[src/rtl/uart_ctrl_pkg.sv]
// Shared constants and FSM encoding for the UART command controller.
package uart_ctrl_pkg;

  localparam logic [7:0] HDR_REQ = 8'h55;
  localparam logic [7:0] HDR_RSP = 8'hA5;

  localparam logic [7:0] CMD_WR = 8'h01;
  localparam logic [7:0] CMD_RD = 8'h02;

  localparam logic [7:0] ST_OK   = 8'h00;
  localparam logic [7:0] ST_CSUM = 8'h01;
  localparam logic [7:0] ST_BAD  = 8'h02;

  typedef enum logic [3:0] {
    S_IDLE = 4'd0,
    S_CMD  = 4'd1,
    S_ADDR = 4'd2,
    S_DATA = 4'd3,
    S_CSUM = 4'd4,
    S_EXEC = 4'd5,
    S_TX0  = 4'd6,
    S_TX1  = 4'd7,
    S_TX2  = 4'd8
  } state_t;

endpackage

[src/rtl/uart_reg_bank.sv]
// NUM_REGS x 8-bit configuration storage with one write port, a read mux
// and the whole bank exposed as a flat bus.
module uart_reg_bank #(
  parameter int NUM_REGS = 16,
  parameter int ADDR_W   = 4
) (
  input  logic                  clk,
  input  logic                  rst_n,
  input  logic                  i_we,
  input  logic [ADDR_W-1:0]     i_waddr,
  input  logic [7:0]            i_wdata,
  input  logic [ADDR_W-1:0]     i_raddr,
  output logic [7:0]            o_rdata,
  output logic [NUM_REGS*8-1:0] o_reg_bus
);

  logic [7:0] r_regs [NUM_REGS];

  // Storage: cleared on reset, single write port.
  always_ff @(posedge clk or negedge rst_n) begin
    if (!rst_n) begin
      for (int i = 0; i < NUM_REGS; i++) begin
        r_regs[i] <= 8'h00;
      end
    end else if (i_we) begin
      r_regs[i_waddr] <= i_wdata;
    end
  end

  // Read mux; out-of-range addresses read as zero.
  always_comb begin
    if (int'(i_raddr) < NUM_REGS) begin
      o_rdata = r_regs[i_raddr];
    end else begin
      o_rdata = 8'h00;
    end
  end

  for (genvar g = 0; g < NUM_REGS; g++) begin : g_bus
    assign o_reg_bus[8*g +: 8] = r_regs[g];
  end

endmodule

[src/rtl/uart_reg_ctrl.sv]
// Host command controller: parses 0x55 request frames from the UART receiver,
// executes register reads/writes and sends a 3-byte 0xA5 response.
module uart_reg_ctrl
  import uart_ctrl_pkg::*;
#(
  parameter int          NUM_REGS    = 16,
  parameter logic [31:0] TIMEOUT_CYC = 32'd2700000,
  parameter logic        CMD_EN_RD   = 1'b1,
  localparam int         ADDR_W      = (NUM_REGS > 1) ? $clog2(NUM_REGS) : 1
) (
  input  logic                  clk,
  input  logic                  rst_n,
  input  logic [7:0]            rx_data,
  input  logic                  rx_valid,
  output logic [7:0]            tx_data,
  output logic                  tx_valid,
  input  logic                  tx_req,
  output logic [NUM_REGS*8-1:0] reg_bus,
  output logic                  reg_wr_stb,
  output logic [ADDR_W-1:0]     reg_wr_addr,
  output logic                  busy
);

  localparam logic [8:0] NUM_REGS_W9 = 9'(NUM_REGS);

  state_t              r_state;
  logic [7:0]          r_cmd;
  logic [7:0]          r_addr;
  logic [7:0]          r_data;
  logic [7:0]          r_csum;
  logic [7:0]          r_status;
  logic [7:0]          r_rsp_data;
  logic [7:0]          r_tx_data;
  logic                r_tx_valid;
  logic                r_holdoff;
  logic [31:0]         r_timer;
  logic                r_wr_stb;
  logic [ADDR_W-1:0]   r_wr_addr;

  logic                w_is_wr;
  logic                w_is_rd;
  logic                w_addr_ok;
  logic [7:0]          w_csum_calc;
  logic [7:0]          w_status;
  logic [7:0]          w_rsp_data;
  logic                w_wr_ok;
  logic                w_we;
  logic [7:0]          w_rd_data;
  logic [7:0]          w_tx_byte;
  logic                w_timeout;

  uart_reg_bank #(
    .NUM_REGS (NUM_REGS),
    .ADDR_W   (ADDR_W)
  ) u_bank (
    .clk       (clk),
    .rst_n     (rst_n),
    .i_we      (w_we),
    .i_waddr   (r_addr[ADDR_W-1:0]),
    .i_wdata   (r_data),
    .i_raddr   (r_addr[ADDR_W-1:0]),
    .o_rdata   (w_rd_data),
    .o_reg_bus (reg_bus)
  );

  // Execute decision: checksum is judged before command/address validity.
  always_comb begin
    w_is_wr     = (r_cmd == CMD_WR);
    w_is_rd     = (r_cmd == CMD_RD) && CMD_EN_RD;
    w_addr_ok   = ({1'b0, r_addr} < NUM_REGS_W9);
    w_csum_calc = r_cmd + r_addr + (w_is_wr ? r_data : 8'h00);
    w_wr_ok     = 1'b0;
    if (w_csum_calc != r_csum) begin
      w_status   = ST_CSUM;
      w_rsp_data = 8'h00;
    end else if (w_addr_ok && w_is_wr) begin
      w_status   = ST_OK;
      w_rsp_data = r_data;
      w_wr_ok    = 1'b1;
    end else if (w_addr_ok && w_is_rd) begin
      w_status   = ST_OK;
      w_rsp_data = w_rd_data;
    end else begin
      w_status   = ST_BAD;
      w_rsp_data = 8'h00;
    end
    w_we      = (r_state == S_EXEC) && w_wr_ok;
    w_timeout = (r_timer >= (TIMEOUT_CYC - 32'd1));
    case (r_state)
      S_TX0:   w_tx_byte = HDR_RSP;
      S_TX1:   w_tx_byte = r_status;
      S_TX2:   w_tx_byte = r_rsp_data;
      default: w_tx_byte = 8'h00;
    endcase
  end

  // Frame FSM, inter-byte timeout and response sequencing.
  always_ff @(posedge clk or negedge rst_n) begin
    if (!rst_n) begin
      r_state    <= S_IDLE;
      r_cmd      <= 8'h00;
      r_addr     <= 8'h00;
      r_data     <= 8'h00;
      r_csum     <= 8'h00;
      r_status   <= 8'h00;
      r_rsp_data <= 8'h00;
      r_tx_data  <= 8'h00;
      r_tx_valid <= 1'b0;
      r_holdoff  <= 1'b0;
      r_timer    <= 32'd0;
      r_wr_stb   <= 1'b0;
      r_wr_addr  <= '0;
    end else begin
      r_tx_valid <= 1'b0;
      r_wr_stb   <= 1'b0;
      if (!tx_req) begin
        r_holdoff <= 1'b0;
      end
      case (r_state)
        S_IDLE: begin
          r_timer <= 32'd0;
          if (rx_valid && (rx_data == HDR_REQ)) begin
            r_state <= S_CMD;
          end
        end
        S_CMD, S_ADDR, S_DATA, S_CSUM: begin
          // A byte arriving on the expiry cycle still counts.
          if (rx_valid) begin
            r_timer <= 32'd0;
            case (r_state)
              S_CMD: begin
                r_cmd   <= rx_data;
                r_state <= S_ADDR;
              end
              S_ADDR: begin
                r_addr  <= rx_data;
                r_state <= (r_cmd == CMD_WR) ? S_DATA : S_CSUM;
              end
              S_DATA: begin
                r_data  <= rx_data;
                r_state <= S_CSUM;
              end
              default: begin
                r_csum  <= rx_data;
                r_state <= S_EXEC;
              end
            endcase
          end else if (w_timeout) begin
            r_timer <= 32'd0;
            r_state <= S_IDLE;
          end else begin
            r_timer <= r_timer + 32'd1;
          end
        end
        S_EXEC: begin
          r_status   <= w_status;
          r_rsp_data <= w_rsp_data;
          if (w_wr_ok) begin
            r_wr_stb  <= 1'b1;
            r_wr_addr <= r_addr[ADDR_W-1:0];
          end
          r_state <= S_TX0;
        end
        S_TX0, S_TX1, S_TX2: begin
          if (tx_req && !r_holdoff) begin
            r_tx_valid <= 1'b1;
            r_holdoff  <= 1'b1;
            r_tx_data  <= w_tx_byte;
            case (r_state)
              S_TX0:   r_state <= S_TX1;
              S_TX1:   r_state <= S_TX2;
              default: r_state <= S_IDLE;
            endcase
          end
        end
        default: begin
          r_state <= S_IDLE;
        end
      endcase
    end
  end

  assign tx_data     = r_tx_data;
  assign tx_valid    = r_tx_valid;
  assign reg_wr_stb  = r_wr_stb;
  assign reg_wr_addr = r_wr_addr;
  assign busy        = (r_state != S_IDLE);

endmodule

[config.mk]
export PLATFORM = sky130hd
export DESIGN_NAME = uart_reg_ctrl
export DESIGN_NICKNAME = d
export VERILOG_FILES = /design/src/rtl/uart_ctrl_pkg.sv /design/src/rtl/uart_reg_bank.sv /design/src/rtl/uart_reg_ctrl.sv
export SDC_FILE = /design/constraint.sdc
export NUM_CORES = 1
export LEC_CHECK = 0
export BUFFER_PORTS_ARGS = -buffer_cell sky130_fd_sc_hd__buf_2
export CAP_MARGIN = 0
export CORE_ASPECT_RATIO = 0.75
export CORE_MARGIN = 4
export CORE_UTILIZATION = 58
export DETAILED_ROUTE_END_ITERATION = 12
export GPL_TIMING_DRIVEN = 1
export PLACE_DENSITY = 0.93
export SLEW_MARGIN = 20
export SYNTH_ARGS = -nofsm -noshare
export SYNTH_HDL_FRONTEND = slang
export SYNTH_SLANG_ARGS = --single-unit
[constraint.sdc]
create_clock -name clk -period 6.7 [get_ports clk]
set_clock_uncertainty 0.15 [all_clocks]
set_input_delay 0.67 -clock clk [delete_from_list [all_inputs] [get_ports clk]]
set_output_delay 0.67 -clock clk [all_outputs]
set_load 0.02 [all_outputs]
# After elaboration in Yosys (flattened, before gate mapping)
# Index checks and enable logic that the tools add are counted.
[word_totals]
regBits = 227
output_inout_bits = 143
elab_cells = 107
in_bits = 12
[classes]
eq_ne = 15
n_bitwise = 2
addsub = 3
mux = 34
order_cmp = 4
n_reduce_logical = 20
[ops]
columns = ["operator", "n"]
rows = [
  ["128-bit bitwise mux", 1],
  ["32-bit two-way mux", 2],
  ["8-bit two-way mux", 8],
  ["32-bit case mux with 2 select lines", 1],
  ["32-bit by 1-bit adder with 32-bit output (second input constant)", 1],
  ["8-bit binary-select mux with 4-bit select", 1],
  ["8-bit demux with 4-bit select", 1],
  ["32-bit by 22-bit >= comparator with 1-bit output (second input constant)", 1],
  ["8-bit case mux with 3 select lines", 1],
  ["8-bit adder", 2],
  ["4-bit by 3-bit == test with 1-bit output (second input constant)", 4],
  ["4-bit two-way mux", 4],
  ["4-bit case mux with 4 select lines", 1],
  ["3-bit AND reduction", 5],
  ["1-bit two-way mux", 9],
  ["3-bit case mux with 3 select lines", 1],
  ["4-bit by 2-bit == test with 1-bit output (second input constant)", 2],
  ["8-bit by 1-bit == test with 1-bit output (second input constant)", 1],
  ["8-bit by 2-bit == test with 1-bit output (second input constant)", 1],
  ["8-bit by 7-bit == test with 1-bit output (second input constant)", 1],
  ["8-bit by 5-bit < comparator with 1-bit output (second input constant)", 1],
  ["8-bit != test", 1],
  ["4-bit case mux with 2 select lines", 1],
  ["1-bit logical AND", 6],
  ["17 further kinds", 21],
]

# Longest topological paths before layout
[depth]
ltp_word = 7
mapped_depth = 16
ltp_nobuf = 13

# Hierarchy
# From an unflattened synthesis, not the netlist that was laid out.
[hier_totals]
cells_unflattened = 841
hier_area_um2 = 10811.6
[by_module_without_submodules]
columns = ["module", "area_each_um2", "cells_each", "instances", "seq_area_each_um2"]
rows = [
  ["uart_reg_bank", 5915.7, 365, 1, 3203.1],
  ["uart_reg_ctrl", 4895.9, 476, 1, 2327.2],
]

# Worst setup path after synthesis
# OpenSTA, ideal clock, no wires.
[synth_path]
kind = "register -> register"
from = "reg r_cmd[3]"
to = "reg u_bank.r_regs, in the netlist u_bank.o_reg_bus[64]"
t_arrival_ns = 4.655
stages_incl_launch_ff = 16
n_path_buf = 3
slack_ns = 1.770
period_less_slack_ns = 4.930
setup_ns = 0.125
required_time_ns = 6.425
cell_sequence = "dfrtp_1 -> nor4_1 -> and2_1 -> clkbuf_1 -> nand2_1 -> fa_1 -> inv_1 -> ha_1 -> fa_1 -> xor2_1 -> or4_1 -> or3_4 -> buf_6 -> or4_1 -> buf_4 -> mux2_4"
[synth_between]
elab_chain_len = 6
elab_cells_between_ends = 9
cone_classes = "2 x add/sub; 2 x eq/ne; 3 x mux; 2 x reduce/logical"
[synth_lines]
columns = ["element", "line", "text"]
rows = [
  ["start: declaration", "uart_reg_ctrl.sv:27", "logic [7:0] r_cmd;"],
  ["start signal: assignment", "uart_reg_ctrl.sv:132", "r_cmd <= rx_data;"],
  ["parallel branches: the longest is 4 deep, another holds 8-bit adder", "-", ""],
  ["1-bit two-way mux *", "uart_reg_ctrl.sv:73", "if (w_csum_calc != r_csum) begin"],
  ["1-bit logical AND *", "uart_reg_ctrl.sv:87", "w_we = (r_state == S_EXEC) && w_wr_ok;"],
  ["end signal: indexed assignment", "uart_reg_bank.sv:26", "r_regs[i_waddr] <= i_wdata;"],
  ["end: declaration", "uart_reg_bank.sv:17", "logic [7:0] r_regs [NUM_REGS];"],
]
# Mark *: on every way between the ends.
# A chain may end at the register's enable or synchronous reset.

# Worst setup path after layout
[layout_path]
from = "reg r_cmd[3]"
to = "reg u_bank.r_regs, in the netlist u_bank.o_reg_bus[95]"
# Same word-level chain as after synthesis.

==> flow_summary_export.csv <==
group,metric,value,unit
yosys,synth_flop_cell,"dfrtp_1",
floorplan,die_h,127,um
cts,clkTransAtPathRegs,0.06,ns
sta,report.final.slew_viol_count,0,
setup_path,arrival,5.88,ns
sta,final-setup-viol-count,0,
cts,clock-sinks,221,
yosys,syn_avg_cell_area,13.0,sq um
cts,ctsResizeCount,0,
drt,postRouteAntennaNets,0,
cts,cts-root-buf,"clkbuf_16",
power_and_ir_drop,p_sw,1.82,mW
sta,holdWs,-0.00208,ns
final_layout,fin_util,68.0,%
cts,postCtsHoldBufs,0,
power_and_ir_drop,p_total,4.56,mW
cts,cts_tree,"yes",
yosys,synthArstFlopShare,100,%
setup_path,crit_fanout,17,
drt,drtIter0Drc,980,
sta,fin_crit,5.64,ns
setup_path,endpoint,"u_bank.o_reg_bus[95]",
cts,numCtsBuffers,22,
outcome,status,"finished, violations left",
final_layout,num-nets-final,997,
sta,max_slew_margin,24.6,%
grt,grt_pass1_vias,8244,
cts,htreeDepth,1,
drt,vias_per_cell,6.64,
setup_path,critPathLaunch,"r_cmd[3]",
setup_path,r2r_slack,1.06,ns
power_and_ir_drop,pwr-share-clk,27.9,%
floorplan,num_rows,43,
floorplan,coreArea,18600,sq um
yosys,ys_warn_count,0,
grt,grt_overflow_total,0,
yosys,syn-cell-area,11000,sq um
floorplan,die_area,21300,sq um
yosys,synth-seq-area-share,50.2,%
yosys,synth_seq_cells,221,
setup_path,r2r_start,"r_cmd[3]",
final_layout,final_cell_area,12600,sq um
cts,clkLatencyLatePin,0.52,ns
yosys,synth_edf_count,0,
power_and_ir_drop,leakagePower,6.49,nW
sta,hold_viol,1,
placed_design,place.gp.congestion,0.943,
drt,vias,8195,
power_and_ir_drop,p_int,2.74,mW
sta,fmax,0.177,GHz
final_layout,area_growth_syn_to_layout,14.7,%
final_layout,multi_input_area,5080,sq um
worst_hold_path,hold_class,"input port to asynchronous set/reset pin",
flow_run,cap_violations,0,
floorplan,fp.dieW,167,um
grt,gr-usage-all-layers,29.7,%
floorplan,initial_core_util,59.3,%
power_and_ir_drop,seqPwrFrac,40.2,%
placed_design,port_buffers,154,
grt,grt_antenna_before_repair,1,
sta,tightest_slew,1.13,ns
yosys,synth.distinct_cells,55,
setup_path,r2r-end,"u_bank.o_reg_bus[95]",
sta,rsz0062_at_grt,"no",
placed_design,place_area,11900,sq um
drt,wl_per_cell,25.7,um
drt,dr.pass1.iters,6,
grt,grt_pass1_wl,49100,um
cts,post_cts_buffers,0,
cts,clockBufferDepth,3,
yosys,syn_nets,874,
outcome,violations,"negative hold slack",
sta,finalCritPeriodShare,84.1,%
final_layout,register_area,5530,sq um
grt,grt_max_degree,79,
setup_path,required,6.94,ns
setup_path,start_kind,"flip-flop",
setup_path,endpoint_kind,"flip-flop",
setup_path,r2r_cells,13,
setup_path,crit_type,"flip-flop to flip-flop",
placed_design,hpwl,20900,um
yosys,postSynthCellCount,847,
final_layout,drive_gt1_share,35.0,%
final_layout,fill_cells,1178,
drt,postRouteWirelength,31700,um
power_and_ir_drop,swShare,39.9,%
floorplan,pin_count,155,
sta,fin_tns_setup,0,ns
power_and_ir_drop,combPwrFrac,31.9,%
power_and_ir_drop,p_per_area,361,nW/um^2
drt,drc,0,
power_and_ir_drop,ir_drop,0.389,mV
==> cell type report <==
cell class,count,area share (%)
timing repair buffer,164,6.77
tap,247,2.45
inverter,30,0.892
sequential,221,43.8
antenna,1,0.0198
clock buffer,32,4.98
multi-input combinational,531,40.2
clock inverter,8,0.852
==> metal layers <==
metal	vias up	GRT usage, %	share of wire, %
met2	622	45.4	45
met3	139	9.43	13
met4	2	11.1	4.5
met1	4141	40.6	38
li1	3291	-	-
met5	-	0	0.041
==> cells in the final DEF, fill, tap and decap left out, types with 5 or more instances in the layout <==
| cell | Yosys | layout |
|---|---|---|
| ha_1 | 7 | 7 |
| a21o_1 | 8 | 8 |
| buf_4 | 9 | 10 |
| mux4_2 | 40 | 40 |
| mux2_2 | 31 | 31 |
| nand4_1 | 8 | 8 |
| xor2_1 | 10 | 10 |
| nor3_1 | 9 | 9 |
| and3_1 | 9 | 9 |
| clkbuf_1 | 50 | 7 |
| o21ai_0 | 27 | 27 |
| nor2b_1 | 10 | 10 |
| buf_2 | 4 | 153 |
| nand2_1 | 36 | 36 |
| dfrtp_1 | 221 | 220 |
| nand3_1 | 30 | 30 |
| nor4_1 | 9 | 8 |
| xnor2_1 | 20 | 20 |
| clkbuf_16 | 0 | 23 |
| and2_1 | 11 | 11 |
| nand2b_1 | 5 | 5 |
| fa_1 | 8 | 8 |
| a21oi_1 | 25 | 25 |
| inv_1 | 30 | 30 |
| mux2_1 | 56 | 56 |
| mux2_4 | 72 | 72 |
| or4_1 | 18 | 18 |
| nor2_1 | 38 | 38 |
==> sequential cells by signal (all words and copies together) (netlist names) <==
name,flops
r_addr,8
r_cmd,8
r_csum,8
r_data,8
r_holdoff,1
r_rsp_data,8
r_state,4
r_status,2
r_timer,32
reg_wr_addr,4
reg_wr_stb,1
tx_data,8
tx_valid,1
u_bank.o_reg_bus,128
==> worst min path at each step <==
stage / to / slack (ns) / depth (start not counted)
floorplan: r_addr[0] / 0.22 / 0
global placement: r_timer[28] / 0.31 / 1
detailed placement: r_timer[27] / 0.32 / 1
CTS: r_timer[8] / 0.03 / 1
global route: r_timer[8] / 0.05 / 1
finish: r_timer[8] / -0.002 / 1
==> cell families after synthesis <==
logic type,after synthesis,synth area share [%]
AOI/OAI and AO/OA,86,4.76
xor gates and xnor gates,30,2.39
adders and majority gates,15,2.25
buffers and inverters,95,3.66
DFF,221,50.2
muxes,199,26.9
and+or+nand+nor,201,9.82
==> through the flow <==
step,hold WS [ns],worst slack [ns],std cells
after global routing,0.0550,0.846,1233
after detailed placement,0.324,1.31,1193
after floorplan,0.224,1.77,847
final,-0.00208,1.06,1234
after CTS,0.0299,1.22,1233
after global placement,0.311,1.53,1193
==> synth_stat cells, types with 2 or more instances <==
library cell  number  area share, %
a31oi_1            3           0.17
nor4b_1            3           0.24
a22o_1             3           0.24
nor4_1             9           0.51
nand3_1           30            1.4
nor3_1             9           0.41
o31ai_1            2           0.14
o21a_1             3           0.20
a21oi_1           25            1.1
a211oi_1           3           0.20
and3_1             9           0.51
or3_1              2           0.11
dfrtp_1          221             50
nand4_1            8           0.45
buf_2              4           0.18
or4_1             18            1.2
nand2b_1           5           0.28
inv_1             30            1.0
nor3b_1            4           0.27
clkbuf_1          50            1.7
mux2_1            56            5.7
o21ai_0           27            1.2
a21o_1             8           0.55
buf_4              9           0.61
xnor2_1           20            1.6
fa_1               8            1.5
nand2_1           36            1.2
mux2_2            31            3.2
mux2_4            72            9.8
and2_1            11           0.63
nor2b_1           10           0.57
ha_1               7           0.80
nand3b_1           3           0.20
xor2_1            10           0.80
mux4_2            40            8.2
nor2_1            38            1.3
o21bai_1           2           0.14
==> worst max-delay path, cell delays in order, from the launching register on <==
cell	delay [ns]
dfrtp_1	0.39
nor4_1	0.59
and2_1	0.37
nand2_1	0.12
fa_1	0.54
inv_1	0.05
ha_1	0.22
fa_1	0.41
a21o_1	0.20
a21oi_1	0.27
o21a_1	0.24
xor2_1	0.89
or4_1	0.70
mux2_4	0.36
==> power by group through the flow <==
stage	Clock [mW]	Sequential, mW	Combinational, mW
finish	1.27	1.83	1.45
global placement	0	1.80	1.31
detailed placement	0	1.82	1.36
floorplan	0	1.58	1.19
CTS	1.27	1.80	1.42
global route	1.33	1.84	1.55
Note: power is estimated with default switching activity, not from simulation.
